[src/rtl/spi_pkg.sv]
// Shared SPI definitions for the master controller and the SPI slave side.
//   spi_state_e   : transfer FSM states
//   SCK_IDLE/...  : mode-0 line polarities (SCK idles low, CSB active-low)
package spi_pkg;

    typedef enum logic [2:0] {
        IDLE  = 3'd0,
        SETUP = 3'd1,
        SHIFT = 3'd2,
        HOLD  = 3'd3,
        GAP   = 3'd4
    } spi_state_e;

    localparam logic SCK_IDLE     = 1'b0;
    localparam logic SCK_ACTIVE   = ~SCK_IDLE;
    localparam logic CSB_INACTIVE = 1'b1;
    localparam logic CSB_ACTIVE   = ~CSB_INACTIVE;

endpackage

[src/rtl/spi_clk_div.sv]
// Phase timer for the SPI master: counts 0..CLK_DIV-1 and ticks phase_end
// on the last count of every phase.
//   clk, rst   : clock, asynchronous active-high reset
//   clr        : restart the count (asserted on state entry / while idle)
//   phase_end  : high during the final cycle of a CLK_DIV-cycle phase
module spi_clk_div #(
    parameter int unsigned CLK_DIV = 4
) (
    input  logic clk,
    input  logic rst,
    input  logic clr,
    output logic phase_end
);

    localparam int unsigned CW = (CLK_DIV > 1) ? $clog2(CLK_DIV) : 1;
    localparam logic [CW-1:0] LAST = CW'(CLK_DIV - 1);

    generate
        if (CLK_DIV < 2) begin : g_bad_div
            $error("spi_clk_div: CLK_DIV must be >= 2");
        end
    endgenerate

    logic [CW-1:0] cnt;

    always_ff @(posedge clk or posedge rst) begin
        if (rst) begin
            cnt <= '0;
        end else if (clr || (cnt == LAST)) begin
            cnt <= '0;
        end else begin
            cnt <= cnt + CW'(1);
        end
    end

    assign phase_end = (cnt == LAST);

endmodule

[src/rtl/spi_master_ctrl.sv]
// SPI mode-0 master. Accepts one word on a valid/ready handshake, shifts it
// out MSB-first on MOSI while capturing MISO, then returns the received word
// with a one-cycle rx_valid_o pulse.
//   wb_clk_i, wb_rst_i            : clock, asynchronous active-high reset
//   tx_valid_i/tx_ready_o/tx_data_i : word input handshake
//   rx_valid_o/rx_data_o          : received word (pulse / held data)
//   busy_o                        : transfer in progress (not IDLE)
//   spi_sck_o/spi_csb_o/spi_mosi_o/spi_miso_i : SPI pins
module spi_master_ctrl
    import spi_pkg::*;
#(
    parameter int unsigned WIDTH   = 8,
    parameter int unsigned CLK_DIV = 4
) (
    input  logic             wb_clk_i,
    input  logic             wb_rst_i,
    input  logic             tx_valid_i,
    output logic             tx_ready_o,
    input  logic [WIDTH-1:0] tx_data_i,
    output logic             rx_valid_o,
    output logic [WIDTH-1:0] rx_data_o,
    output logic             busy_o,
    output logic             spi_sck_o,
    output logic             spi_csb_o,
    output logic             spi_mosi_o,
    input  logic             spi_miso_i
);

    generate
        if (WIDTH < 2) begin : g_bad_width
            $error("spi_master_ctrl: WIDTH must be >= 2");
        end
    endgenerate

    localparam int unsigned HCW = $clog2(2 * WIDTH + 1);
    localparam logic [HCW-1:0] LAST_HALF   = HCW'(2 * WIDTH - 1);
    localparam logic [HCW-1:0] PENULT_HALF = HCW'(2 * WIDTH - 2);

    spi_state_e state, state_next;

    logic             phase_end;
    logic             div_clr;
    logic             accept;
    logic [HCW-1:0]   half_cnt;
    logic [WIDTH-1:0] tx_sr;
    logic [WIDTH-1:0] rx_sr;

    assign tx_ready_o = (state == IDLE) && !wb_rst_i;
    assign accept     = tx_valid_i && (state == IDLE);
    assign busy_o     = (state != IDLE);
    assign div_clr    = (state == IDLE) || (state_next != state);

    spi_clk_div #(
        .CLK_DIV (CLK_DIV)
    ) u_clk_div (
        .clk       (wb_clk_i),
        .rst       (wb_rst_i),
        .clr       (div_clr),
        .phase_end (phase_end)
    );

    always_ff @(posedge wb_clk_i or posedge wb_rst_i) begin
        if (wb_rst_i) begin
            state <= IDLE;
        end else begin
            state <= state_next;
        end
    end

    always_comb begin
        state_next = state;
        case (state)
            IDLE:    if (accept) state_next = SETUP;
            SETUP:   if (phase_end) state_next = SHIFT;
            SHIFT:   if (phase_end && (half_cnt == LAST_HALF)) state_next = HOLD;
            HOLD:    if (phase_end) state_next = GAP;
            GAP:     if (phase_end) state_next = IDLE;
            default: state_next = IDLE;
        endcase
    end

    // half_cnt indexes the current SCK half-period inside SHIFT: even = high,
    // odd = low. The first rising edge is issued on leaving SETUP, so SHIFT
    // itself only produces W-1 further rises and W falls.
    always_ff @(posedge wb_clk_i or posedge wb_rst_i) begin
        if (wb_rst_i) begin
            spi_sck_o  <= SCK_IDLE;
            spi_csb_o  <= CSB_INACTIVE;
            spi_mosi_o <= 1'b0;
            rx_valid_o <= 1'b0;
            rx_data_o  <= '0;
            tx_sr      <= '0;
            rx_sr      <= '0;
            half_cnt   <= '0;
        end else begin
            rx_valid_o <= 1'b0;
            case (state)
                IDLE: begin
                    if (accept) begin
                        tx_sr      <= tx_data_i;
                        spi_csb_o  <= CSB_ACTIVE;
                        spi_mosi_o <= tx_data_i[WIDTH-1];
                    end
                end
                SETUP: begin
                    if (phase_end) begin
                        spi_sck_o <= SCK_ACTIVE;
                        rx_sr     <= {rx_sr[WIDTH-2:0], spi_miso_i};
                        half_cnt  <= '0;
                    end
                end
                SHIFT: begin
                    if (phase_end && (half_cnt != LAST_HALF)) begin
                        half_cnt <= half_cnt + HCW'(1);
                        if (spi_sck_o == SCK_ACTIVE) begin
                            spi_sck_o <= SCK_IDLE;
                            // The final falling edge leaves the LSB on MOSI.
                            if (half_cnt != PENULT_HALF) begin
                                tx_sr      <= {tx_sr[WIDTH-2:0], 1'b0};
                                spi_mosi_o <= tx_sr[WIDTH-2];
                            end
                        end else begin
                            spi_sck_o <= SCK_ACTIVE;
                            rx_sr     <= {rx_sr[WIDTH-2:0], spi_miso_i};
                        end
                    end
                end
                HOLD: begin
                    if (phase_end) begin
                        spi_csb_o  <= CSB_INACTIVE;
                        spi_mosi_o <= 1'b0;
                        rx_data_o  <= rx_sr;
                        rx_valid_o <= 1'b1;
                    end
                end
                default: ;
            endcase
        end
    end

endmodule
[config.mk]
export PLATFORM = sky130hd
export DESIGN_NAME = spi_master_ctrl
export DESIGN_NICKNAME = d
export VERILOG_FILES = /design/src/rtl/spi_pkg.sv /design/src/rtl/spi_clk_div.sv /design/src/rtl/spi_master_ctrl.sv
export SDC_FILE = /design/constraint.sdc
export NUM_CORES = 1
export LEC_CHECK = 0
export BUFFER_PORTS_ARGS = -buffer_cell sky130_fd_sc_hd__buf_2
export CELL_PAD_IN_SITES_DETAIL_PLACEMENT = 0
export CELL_PAD_IN_SITES_GLOBAL_PLACEMENT = 1
export CORE_MARGIN = 2
export CORE_UTILIZATION = 30
export CTS_CLUSTER_SIZE = 28
export DETAILED_ROUTE_END_ITERATION = 7
export PLACE_DENSITY_LB_ADDON = 0.1
export SETUP_SLACK_MARGIN = 0.05
export SLEW_MARGIN = 20
export SYNTH_ARGS = -nofsm -noshare
export SYNTH_HDL_FRONTEND = slang
export SYNTH_SLANG_ARGS = --single-unit
[constraint.sdc]
create_clock -name wb_clk_i -period 4.7 [get_ports wb_clk_i]
set_input_delay 0 -clock wb_clk_i [delete_from_list [all_inputs] [get_ports wb_clk_i]]
set_output_delay 0 -clock wb_clk_i [all_outputs]
set_load 0.02 [all_outputs]
# ---- Word-level counts from Yosys, hierarchy flattened
# Cells that the tools add are included.
dict set report word_totals {
  input_bits 12
  ff_bits 37
  elab_cells 80
  output_inout_bits 14
}
dict set report op_classes {
  eq_ne 16
  reduce_logical 19
  n_addsub 2
  mux 33
}
# op n
set op_table {}
lappend op_table {{$mux W7} 4}
lappend op_table {{$mux W8} 3}
lappend op_table {{$pmux W8 S2} 1}
lappend op_table {{$mux W3} 5}
lappend op_table {{$pmux W3 S5} 1}
lappend op_table {{$ne A2 B2 Y1 const B} 7}
lappend op_table {{$pmux W7 S2} 1}
lappend op_table {{$mux W1} 11}
lappend op_table {{$mux W5} 2}
lappend op_table {{$ne A5 B4 Y1 const B} 2}
lappend op_table {{$pmux W5 S2} 1}
lappend op_table {{$eq A3 B2 Y1 const B} 2}
lappend op_table {{$reduce_and A3 Y1} 2}
lappend op_table {{$reduce_and A6 Y1} 1}
lappend op_table {{$reduce_bool A2 Y1} 3}
lappend op_table {{$reduce_bool A3 Y1} 2}
lappend op_table {{$add A5 B1 Y5 const B} 1}
lappend op_table {{$eq A5 B4 Y1 const B} 1}
lappend op_table {{$reduce_and A5 Y1} 1}
lappend op_table {{$logic_and A1 B1 Y1} 4}
lappend op_table {{$pmux W1 S2} 2}
lappend op_table {{$reduce_and A4 Y1} 1}
lappend op_table {{$eq A3 B1 Y1 const B} 1}
lappend op_table {{$eq A3 B3 Y1 const B} 1}
lappend op_table {{other kinds (9)} 10}

# ---- Logic depth before layout (Yosys ltp)
# Gate-level depths: netlist of the first run.
dict set report logic_depth {
  depth_word 8
  depth_mapped 7
  depth_no_buf 7
}

# ---- Cells and area by module
# From an unflattened synthesis of the first run, not the netlist that was laid out.
dict set report unflattened {
  hier_cells 134
  area_unflattened_um2 1778.0
}
# mod instances area_per_inst_um2 cells_each
set by_module_without_submodules {}
lappend by_module_without_submodules {spi_master_ctrl 1 1689.1 128}
lappend by_module_without_submodules {spi_clk_div 1 88.8 6}

# ---- Worst setup path after synthesis of the first run
# OpenSTA, ideal clock, no wires.
dict set report synth_path {
  path_kind {reg2reg}
  from {register half_cnt[0]}
  to {register spi_mosi_o}
  arrival_time_ns 1.874
  setup_time_ns 0.125
  n_path_buf 0
  required_time_ns 4.575
  period_less_slack_ns 1.999
  stages_incl_launch_ff 8
  path_slack_ns 2.701
  path_cell_list {dfrtp_1 -> ha_1 -> and3_1 -> ha_1 -> nor2b_4 -> and4_4 -> o2bb2ai_1 -> mux2_2}
}
dict set report synth_between {
  elab_chain_cells 4
  word_cells_on_any_way 6
  classes_between {eq/ne: 4; reduce/logical: 2}
}
# item line_no
set synth_lines {}
lappend synth_lines {{start: declaration} spi_master_ctrl.sv:44} ;# logic [HCW-1:0] half_cnt;
lappend synth_lines {{start signal: assignment} spi_master_ctrl.sv:114} ;# half_cnt <= half_cnt + HCW'(1);
lappend synth_lines {{$ne A5 B4 Y1} spi_master_ctrl.sv:113} ;# if (phase_end && (half_cnt != LAST_HALF)) begin
lappend synth_lines {{$logic_and A1 B1 Y1} spi_master_ctrl.sv:113}
lappend synth_lines {{$ne A2 B2 Y1 (no source line)} --}
lappend synth_lines {{$reduce_and A6 Y1 (no source line) *} --}
lappend synth_lines {{end signal: assignment} spi_master_ctrl.sv:102} ;# spi_mosi_o <= tx_data_i[WIDTH-1];
lappend synth_lines {{end signal: assignment} spi_master_ctrl.sv:120} ;# spi_mosi_o <= tx_sr[WIDTH-2];
lappend synth_lines {{end: declaration} spi_master_ctrl.sv:25} ;# output logic spi_mosi_o,
# Mark *: on every way between the ends. The rest lies on a longest branch, timed or not.
# A chain may end at the register's enable or synchronous reset.

# ---- Worst setup path after layout of the first run
dict set report layout_path {
  from {register half_cnt[0]}
  to {register half_cnt[2]}
}
dict set report layout_between {
  elab_chain_cells 4
  word_cells_on_any_way 7
  classes_between {add/sub: 1; eq/ne: 2; mux: 2; reduce/logical: 2}
}
# item
set layout_lines {}
lappend layout_lines {{branches (longest 4 deep; another with $add A5 B1 Y5)}}
# Several ways; the timed one is not identified. The select of a mux whose other input is x is not followed.

==> impl_metrics.yaml, run 1 <==
cts:
  cts_root_buf: "clkbuf_8"
  cts_buffers: 5
  cts_resized: 0
  cts_sinks: 37
  clk_latency_ns: 0.28
  clk_path_buf_depth: 2
  htree_levels: 2
  path_clk_slew_ns: 0.07
  cts_tree: "yes"
logic_synthesis:
  yosysTopAreaCell: "dfrtp_1"
  synthCells: 161
  ys_async_sr_fraction_pct: 100
  synth.ff_latch_count: 37
  synth_edf_count: 0
  ys.flop_type: "dfrtp_1"
  netlist.area_leader.share_pct: 49.5
  yosysWarnings: 0
  synthDistinctLibCells: 41
  yosysMostFrequentCell: "dfrtp_1"
  synth_area_leaders: "dfrtp_1, mux2_2, nand2_1"
  synth_top_cells_by_count: "dfrtp_1, nand2_1, mux2_2"
  synth_nets: 177
  ys_seq_area_share_pct: 51.0
  avgSynthCellArea_um2: 11.3
  synth.cell_area_um2: 1820
layout:
  syn_to_final_growth_pct: 17.0
  antennaDiodeCount: 0
  drive_gt1_share_pct: 35.2
  nets: 208
  fin_cells: 268
timing:
  tns_ns: 0
  setup_viol: 0
  fmax_mhz: 465
  maxSlewHeadroom_pct: 51.0
  worst_pin_slew_ns: 0.735
  drv_slew: 0
  period_share_pct: 45.7
  rsz0062_at_grt: "no"
  fin_crit_ns: 2.15
  finClkSkew_ns: 0.00125
  hold_viol: 0
routing:
  routedWlPerCell_um: 13.8
  drt_wl_total_um: 3700
  initialDrtViolationCount: 61
  postRouteAntennaNets: 0
  vias: 1282
  vias_per_cell: 4.78
  drc: 0
  first_pass_iters: 4
global_routing:
  antenna_found_initial: 0
  grt_pass1_vias: 1268
  grt_pass1_wl_um: 6290
  grt_max_degree: 38
  grt_overflow_total: 0
  grt_usage_pct: 12.5
power:
  max-vdd-ir-drop_mv: 0.231
  p_leak_nw: 1.03
  p_per_area_nw_per_um2: 614
  total_power_mw: 1.31
critical_path:
  cp-start-kind: "register"
  path_common_cell: "ha_1"
  cp-end-kind: "register"
  cp_slowest_cell: "or4b_4"
  worst-setup-path-type: "reg2reg"
  slowest_delay_ns: 0.56
  cp.required_ns: 4.91
  worst-path-max-fanout: 6
  crit_chain: "ha_1 -> and3_1 -> ha_1 -> or4b_4 -> nor3b_2 -> a21oi_1 -> o21ai_1"
  cp.arrival_ns: 2.36
floorplan:
  fp.dieH_um: 81.9
  core_um2: 5890
  start_util_pct: 30.9
  die_area_um2: 6700
  die_w_um: 81.9
  io_pins: 26
  fp-row-count: 28
place:
  io_buffers: 25
  dp.final_hpwl_um: 2520
  dp.cells: 256
  place_congestion: 0.762
outcome:
  status: "completed"
min_path:
  hold_class: "in2reg"
job:
  drv_cap: 0
-- worst paths after layout --
kind,start,to,slack (ns),cells past startpoint
min reg2reg,u_clk_div.cnt[0],u_clk_div.cnt[0],0.44,1
max reg2reg,half_cnt[0],half_cnt[2],2.55,7
min,tx_data_i[1],tx_sr[1],0.07,3
max,half_cnt[0],half_cnt[2],2.55,7
max in group asynchronous,wb_rst_i,spi_csb_o,3.97,4
min in group asynchronous,wb_rst_i,rx_sr[7],0.38,4
-- stage by stage --
stage                     area [µm²]  util [%]  worst slack (ns)  hold WS, ns
final                           2130      36.2              2.55       0.0683
after global routing            2130      36.2              2.41       0.0662
after CTS                       2130      36.2              2.55       0.0610
after detailed placement        1980      33.7              2.57        0.158
after global placement          1980      33.7              2.60        0.150
after floorplan                 1820         -              2.70       0.0798
-- worst max-delay path, delay by kind of cell (launching register included) --
kind	cells	cell delay (ns)
and+or+nand+nor	3	0.93
adders and majority gates	2	0.51
DFF	1	0.43
AOI/OAI and AO/OA	2	0.20
-- area by class of cell --
class | instances | area [µm²]
clock inverter | 1 | 8.76
inverter | 7 | 26.3
fill | 594 | 3760
clock buffer | 7 | 96.3
tap | 75 | 93.8
timing repair buffer | 30 | 173
sequential | 37 | 927
multi-input combinational | 111 | 803
-- timing repair --
| action | 4_1_cts | 5_1_grt |
|---|---|---|
| hold buffers | 4 | 0 |
| hold endpoints to repair | 39 | 0 |
| buffers inserted | 0 | 0 |
-- power by group --
part / internal, mW / switching, mW
clock: 0.135 / 0.116
sequential: 0.449 / 0.135
combinational: 0.227 / 0.245
-- state kept, by name (all words and copies together), names as in the netlist, 2 cells and up --
signal / flops
half_cnt: 5
tx_sr: 7
rx_sr: 8
u_clk_div.cnt: 2
state: 3
rx_data_o: 8
-- cells by family after synthesis --
| family | share of synthesized area [%] |
|---|---|
| simple gates | 18.2 |
| flops | 51.0 |
| compound gates | 9.83 |
| mux | 12.9 |
| buf+inv | 4.88 |
| fa+ha+maj | 2.75 |
| xor+xnor | 0.482 |
-- layer usage --
layer / track usage [%] / share of wire, % / vias up
met5: 0 / 0 / -
met4: 4.00 / 1.3 / 0
met3: 2.97 / 3.7 / 5
met2: 19.8 / 46 / 25
met1: 16.8 / 48 / 632
li1: - / - / 620
-- layout by cell type (no fill, tap or decap), types with 2 or more instances in the layout --
cell           instances
nand2_1               32
dfrtp_1               36
nor3b_1                2
dlygate4sd3_1          4
o21ai_4                2
inv_1                  5
nand4b_1               2
nor2_1                 7
inv_2                  2
mux2_2                19
mux2i_1                2
clkbuf_8               7
a21oi_1                7
ha_1                   4
o21ai_0                9
buf_2                 25
o2bb2ai_1              2
(Power assumes the default switching activity.)
==> inputs of run 2 (changes only) <==
--- a/config.mk
+++ b/config.mk
@@ -5,6 +5,7 @@
 export SDC_FILE = /design/constraint.sdc
 export NUM_CORES = 1
 export LEC_CHECK = 0
+export ABC_AREA = 1
 export BUFFER_PORTS_ARGS = -buffer_cell sky130_fd_sc_hd__buf_2
 export CELL_PAD_IN_SITES_DETAIL_PLACEMENT = 0
 export CELL_PAD_IN_SITES_GLOBAL_PLACEMENT = 1
==> constraint.sdc (replaced) <==
create_clock -name wb_clk_i -period 2.1 [get_ports wb_clk_i]
set_input_delay 0 -clock wb_clk_i [delete_from_list [all_inputs] [get_ports wb_clk_i]]
set_output_delay 0 -clock wb_clk_i [all_outputs]
set_load 0.02 [all_outputs]
==> impl_metrics.yaml, run 2 <==
logic_synthesis:
  yosysMostFrequentCell: "nand2_1"
  synth-xor-area-share_pct: 0
  synth_top_family_by_area: "simple AND/OR/NAND/NOR gates"
  yosysWarnings: 0
  yosysTopAreaCell: "dfrtp_1"
  synth_mux_area_share_pct: 0
  synth-adder-area-share_pct: 2.67
  synthCells: 215
  ys_async_sr_fraction_pct: 100
  synth_nets: 231
  synth_area_leaders: "dfrtp_1, nand2_1, o21ai_2"
  synth.cell_area_um2: 1880
  synth.ff_latch_count: 37
  ys.flop_type: "dfrtp_1"
  ys_seq_area_share_pct: 49.4
  synth_top_cells_by_count: "nand2_1, dfrtp_1, inv_1"
  synth_compound_area_share_pct: 9.34
  synthDistinctLibCells: 28
  synth_edf_count: 0
  netlist.area_leader.share_pct: 48.0
  avgSynthCellArea_um2: 8.72
  synthSimpleGateAreaFrac_pct: 30.8
routing:
  first_pass_iters: 4
  postRouteAntennaNets: 0
  drc: 0
  vias_per_cell: 4.35
  dr.max_layer_used: "met4"
  met3WireLength_um: 123
  initialDrtViolationCount: 53
  drt_wl_total_um: 3840
  met2_length_um: 1780
  routedWlPerCell_um: 11.9
  vias: 1410
  m1WireLength_um: 1880
global_routing:
  antenna_found_initial: 0
  grt_overflow_total: 0
  grt_pass1_wl_um: 7150
  grt_pass1_vias: 1451
  grt_usage_pct: 12.9
  grt_max_degree: 38
critical_path:
  slowest_delay_ns: 0.41
  worst-path-max-fanout: 9
  cp-end-kind: "register"
  worst-setup-path-type: "reg2reg"
  rr_endpoint: "tx_sr[3]"
  cp-start-kind: "register"
  crit_chain: "ha_1 -> inv_1 -> nor2_1 -> ha_1 -> nor2_2 -> nor2_4 -> nor2_4 -> nand2_4 -> nand2_1 -> nand2_1"
  reg2reg_slack_ns: 0.33
  crit_start: "half_cnt[0]"
  cp_slowest_cell: "dfrtp_1"
  r2r_cells: 10
  r2r_start: "half_cnt[0]"
  cp.arrival_ns: 1.96
  cp.required_ns: 2.28
  endpoint: "tx_sr[3]"
timing:
  rsz0062_at_grt: "no"
  fmax_mhz: 564
  period_share_pct: 84.5
  maxSlewHeadroom_pct: 67.5
  setup_viol: 0
  hold_viol: 0
  finClkSkew_ns: 0.00185
  hold_slack_ns: 0.0362
  worst_pin_slew_ns: 0.487
  drv_slew: 0
  tns_ns: 0
  fin_crit_ns: 1.77
cts:
  path_clk_slew_ns: 0.07
  clk_latency_ns: 0.28
  clk_path_buf_depth: 2
  cts_root_buf: "clkbuf_8"
  cts_tree: "yes"
  cts_sinks: 37
  htree_levels: 2
  cts_buffers: 5
floorplan:
  io_pins: 26
  fp.dieH_um: 83.1
  die_area_um2: 6900
  fp-row-count: 28
  start_util_pct: 31.3
  core_um2: 5990
  die_w_um: 83.1
job:
  drv_cap: 0
layout:
  mostFrequentLayoutCell: "nand2_1"
  nets: 264
  drive_gt1_share_pct: 27.7
  nFillCells: 653
  layout_common_cells: "nand2_1, dfrtp_1, buf_2, inv_1, nor2_1"
  syn_to_final_growth_pct: 17.5
  top_regs: "rx_data_o (8), rx_sr (8), tx_sr (7)"
  antennaDiodeCount: 0
place:
  dp.final_hpwl_um: 2820
  place_congestion: 0.701
  io_buffers: 25
power:
  max-vdd-ir-drop_mv: 0.299
  p_leak_nw: 1.20
  p_per_area_nw_per_um2: 637
  total_power_mw: 1.40
min_path:
  hold_class: "in2reg"
outcome:
  status: "completed"
-- run 2: report_power, final --
| part | total [mW] | internal [mW] | switching [mW] | leakage [nW] |
|---|---|---|---|---|
| Sequential | 0.723 | 0.719 | 0.00363 | 0.472 |
| Clock | 0.638 | 0.387 | 0.251 | 0.0585 |
| Combinational | 0.0427 | 0.0161 | 0.0266 | 0.674 |
-- run 2: worst max-delay path, delay by kind of cell (launching register included) --
kind | cells | cell delay [ns]
flops | 1 | 0.41
simple gates | 7 | 0.79
buf+inv | 1 | 0.07
fa+ha+maj | 2 | 0.41
-- run 2: cells by family after synthesis --
kind of cell	count (synthesis)
AO/OA/AOI/OAI	24
adder cells (fa/ha/maj)	4
buffers and inverters	29
flip-flops	37
AND/OR/NAND/NOR	121
-- run 2: how the worst min path moves through the flow --
| stage | cells past startpoint | from | end |
|---|---|---|---|
| CTS | 3 | tx_valid_i | state[0] |
| floorplan | 1 | wb_rst_i | tx_ready_o |
| global route | 3 | tx_valid_i | state[0] |
| finish | 3 | tx_valid_i | state[0] |
| detailed placement | 3 | wb_rst_i | rx_data_o[1] |
| global placement | 3 | wb_rst_i | rx_valid_o |
-- run 2: metrics by stage --
stage	worst slack, ns	utilization, %	instances	instance area (µm²)
4_1_cts	0.306	36.8	324	2200
6_report	0.326	36.8	324	2200
2_1_floorplan	0.458	-	215	1880
3_5_place_dp	0.318	34.5	314	2070
5_1_grt	0.0783	36.8	324	2200
3_3_place_gp	0.328	34.5	314	2070
-- run 2: cell type report --
cell class	instances	area, µm²	share of cell area [%]
flip-flops and latches	37	927	42.1
well taps	75	93.8	4.26
clock inverters	1	30.0	1.36
inverters	25	96.3	4.37
clock buffers	7	86.3	3.92
multi-input cells	149	802	36.4
repair buffers	30	168	7.61
-- run 2: metal layers --
| layer | vias up | GRT usage [%] |
|---|---|---|
| met5 | - | 0 |
| met4 | 0 | 4.47 |
| met3 | 7 | 3.38 |
| met2 | 19 | 20.6 |
| met1 | 638 | 17.0 |
| li1 | 746 | - |
-- run 2: what timing repair did --
| action | in CTS | in global routing |
|---|---|---|
| hold endpoints to repair | 37 | 0 |
| resized for setup | 0 | 0 |
| hold buffers | 2 | 0 |
| setup buffers | 0 | 0 |
==> inputs of run 3 (changes only) <==
==> constraint.sdc (replaced) <==
create_clock -name wb_clk_i -period 1.8 [get_ports wb_clk_i]
set_input_delay 0 -clock wb_clk_i [delete_from_list [all_inputs] [get_ports wb_clk_i]]
set_output_delay 0 -clock wb_clk_i [all_outputs]
set_load 0.02 [all_outputs]
==> impl_metrics.yaml, run 3 (synthesis results as in run 2) <==
outcome:
  status: "completed"
cts:
  cts_sinks: 37
  htree_levels: 2
  cts_buffers: 5
  cts_tree: "yes"
  cts_root_buf: "clkbuf_8"
  clk_latency_ns: 0.29
  path_clk_slew_ns: 0.08
  clk_path_buf_depth: 2
place:
  dp.final_hpwl_um: 2870
  place_congestion: 0.702
  io_buffers: 25
global_routing:
  grt_usage_pct: 12.7
  grt_max_degree: 38
  grt_use_met3_pct: 3.08
  antenna_found_initial: 0
  use_met1_pct: 16.8
  grt_pass1_wl_um: 7110
  grt_overflow_total: 0
  use_met2_pct: 20.7
  grt_pass1_vias: 1465
  grt_busiest_layer: "met2"
job:
  drv_cap: 0
critical_path:
  crit_family: "simple AND/OR/NAND/NOR gates"
  cp.buffers_inverters: 2
  worst-setup-path-type: "reg2reg"
  cp-start-kind: "register"
  slowest_delay_ns: 0.39
  cp.depth: 10
  cp.required_ns: 2.03
  cp.arrival_ns: 1.84
  worst-path-max-fanout: 5
  r2r_cells: 10
  path_common_cell: "nor2_4"
  cp_slowest_cell: "dfrtp_1"
  cp-end-kind: "register"
  crit_chain: "ha_1 -> inv_1 -> nor2_1 -> ha_2 -> nor2_4 -> nor2_4 -> nor2_4 -> buf_4 -> nand3b_1 -> nand2_1"
power:
  max-vdd-ir-drop_mv: 0.450
  p_per_area_nw_per_um2: 652
  total_power_mw: 1.47
  p_leak_nw: 1.23
floorplan:
  io_pins: 26
  die_area_um2: 6900
  die_w_um: 83.1
  fp-row-count: 28
  fp.dieH_um: 83.1
  start_util_pct: 31.3
  core_um2: 5990
routing:
  vias: 1436
  drt_wl_total_um: 4030
  vias_per_cell: 4.33
  postRouteAntennaNets: 0
  drc: 0
  routedWlPerCell_um: 12.1
  initialDrtViolationCount: 63
  first_pass_iters: 4
layout:
  drive_gt1_share_pct: 31.1
  layout_common_cells: "nand2_1, dfrtp_1, buf_2, inv_1"
  nets: 272
  antennaDiodeCount: 0
  top_regs: "rx_data_o (8), rx_sr (8), tx_sr (7)"
  mostFrequentLayoutCell: "nand2_1"
  syn_to_final_growth_pct: 20.1
min_path:
  hold_depth: 3
  hold_class: "in2reg"
timing:
  period_share_pct: 89.6
  rsz0062_at_grt: "no"
  maxSlewHeadroom_pct: 67.5
  fmax_mhz: 620
  finClkSkew_ns: 0.00547
  hold_viol: 0
  setup_viol: 0
  fin_crit_ns: 1.61
  tns_ns: 0
  worst_pin_slew_ns: 0.487
  drv_slew: 0
## run 3: power by group
part	total (mW)	internal (mW)	switching (mW)
combinational	0.0500	0.0188	0.0312
clock	0.576	0.267	0.308
sequential	0.843	0.839	0.00423
total	1.47	1.12	0.344
## run 3: worst paths after layout
kind	startpoint	endpoint	slack [ns]
hold / removal	tx_valid_i	state[0]	0.02
min in group asynchronous	wb_rst_i	state[2]	0.37
hold reg to reg	u_clk_div.cnt[0]	u_clk_div.cnt[0]	0.44
setup reg to reg	half_cnt[0]	tx_sr[0]	0.19
max in group asynchronous	wb_rst_i	spi_csb_o	1.08
setup / recovery	half_cnt[0]	tx_sr[0]	0.19
## run 3: worst reg2reg max path: stages (launching register included)
cell and delay (ns):
dfrtp_1 0.39, ha_1 0.21, inv_1 0.07, nor2_1 0.05
ha_2 0.19, nor2_4 0.12, nor2_4 0.07, nor2_4 0.17
buf_4 0.14, nand3b_1 0.06, nand2_1 0.07
## run 3: timing repair
action	in CTS	in global routing
endpoints found under the setup margin	7	18
hold endpoints to repair	37	0
hold buffers	2	0
pin swaps	1	2
gates resized for setup	0	4
buffers inserted	3	2
## run 3: through the flow
| step | hold WS, ns | std cells | worst slack, ns | cell area (µm²) | util (%) |
|---|---|---|---|---|---|
| CTS | 0.0192 | 330 | 0.0515 | 2220 | 37.0 |
| global placement | 0.159 | 317 | 0.0752 | 2090 | 34.9 |
| detailed placement | 0.163 | 317 | 0.0210 | 2090 | 34.9 |
| floorplan | 0.0798 | 215 | 0.158 | 1880 | - |
| finish | 0.0199 | 332 | 0.188 | 2250 | 37.6 |
| global route | 0.0522 | 332 | 0.0587 | 2250 | 37.6 |
## run 3: cell type report
class,count,area (µm²)
clock buffer,5,68.8
sequential,37,927
clock inverter,3,17.5
fill,635,3740
multi-input combinational,149,821
tap,75,93.8
inverter,25,96.3
timing repair buffer,38,228
## run 3: metal layers
metal  routed length [µm]  up-vias
met4                   47        0
met1                 2000      652
li1                     -      758
met2                 1870       21
met5                    0        -
met3                  121        5
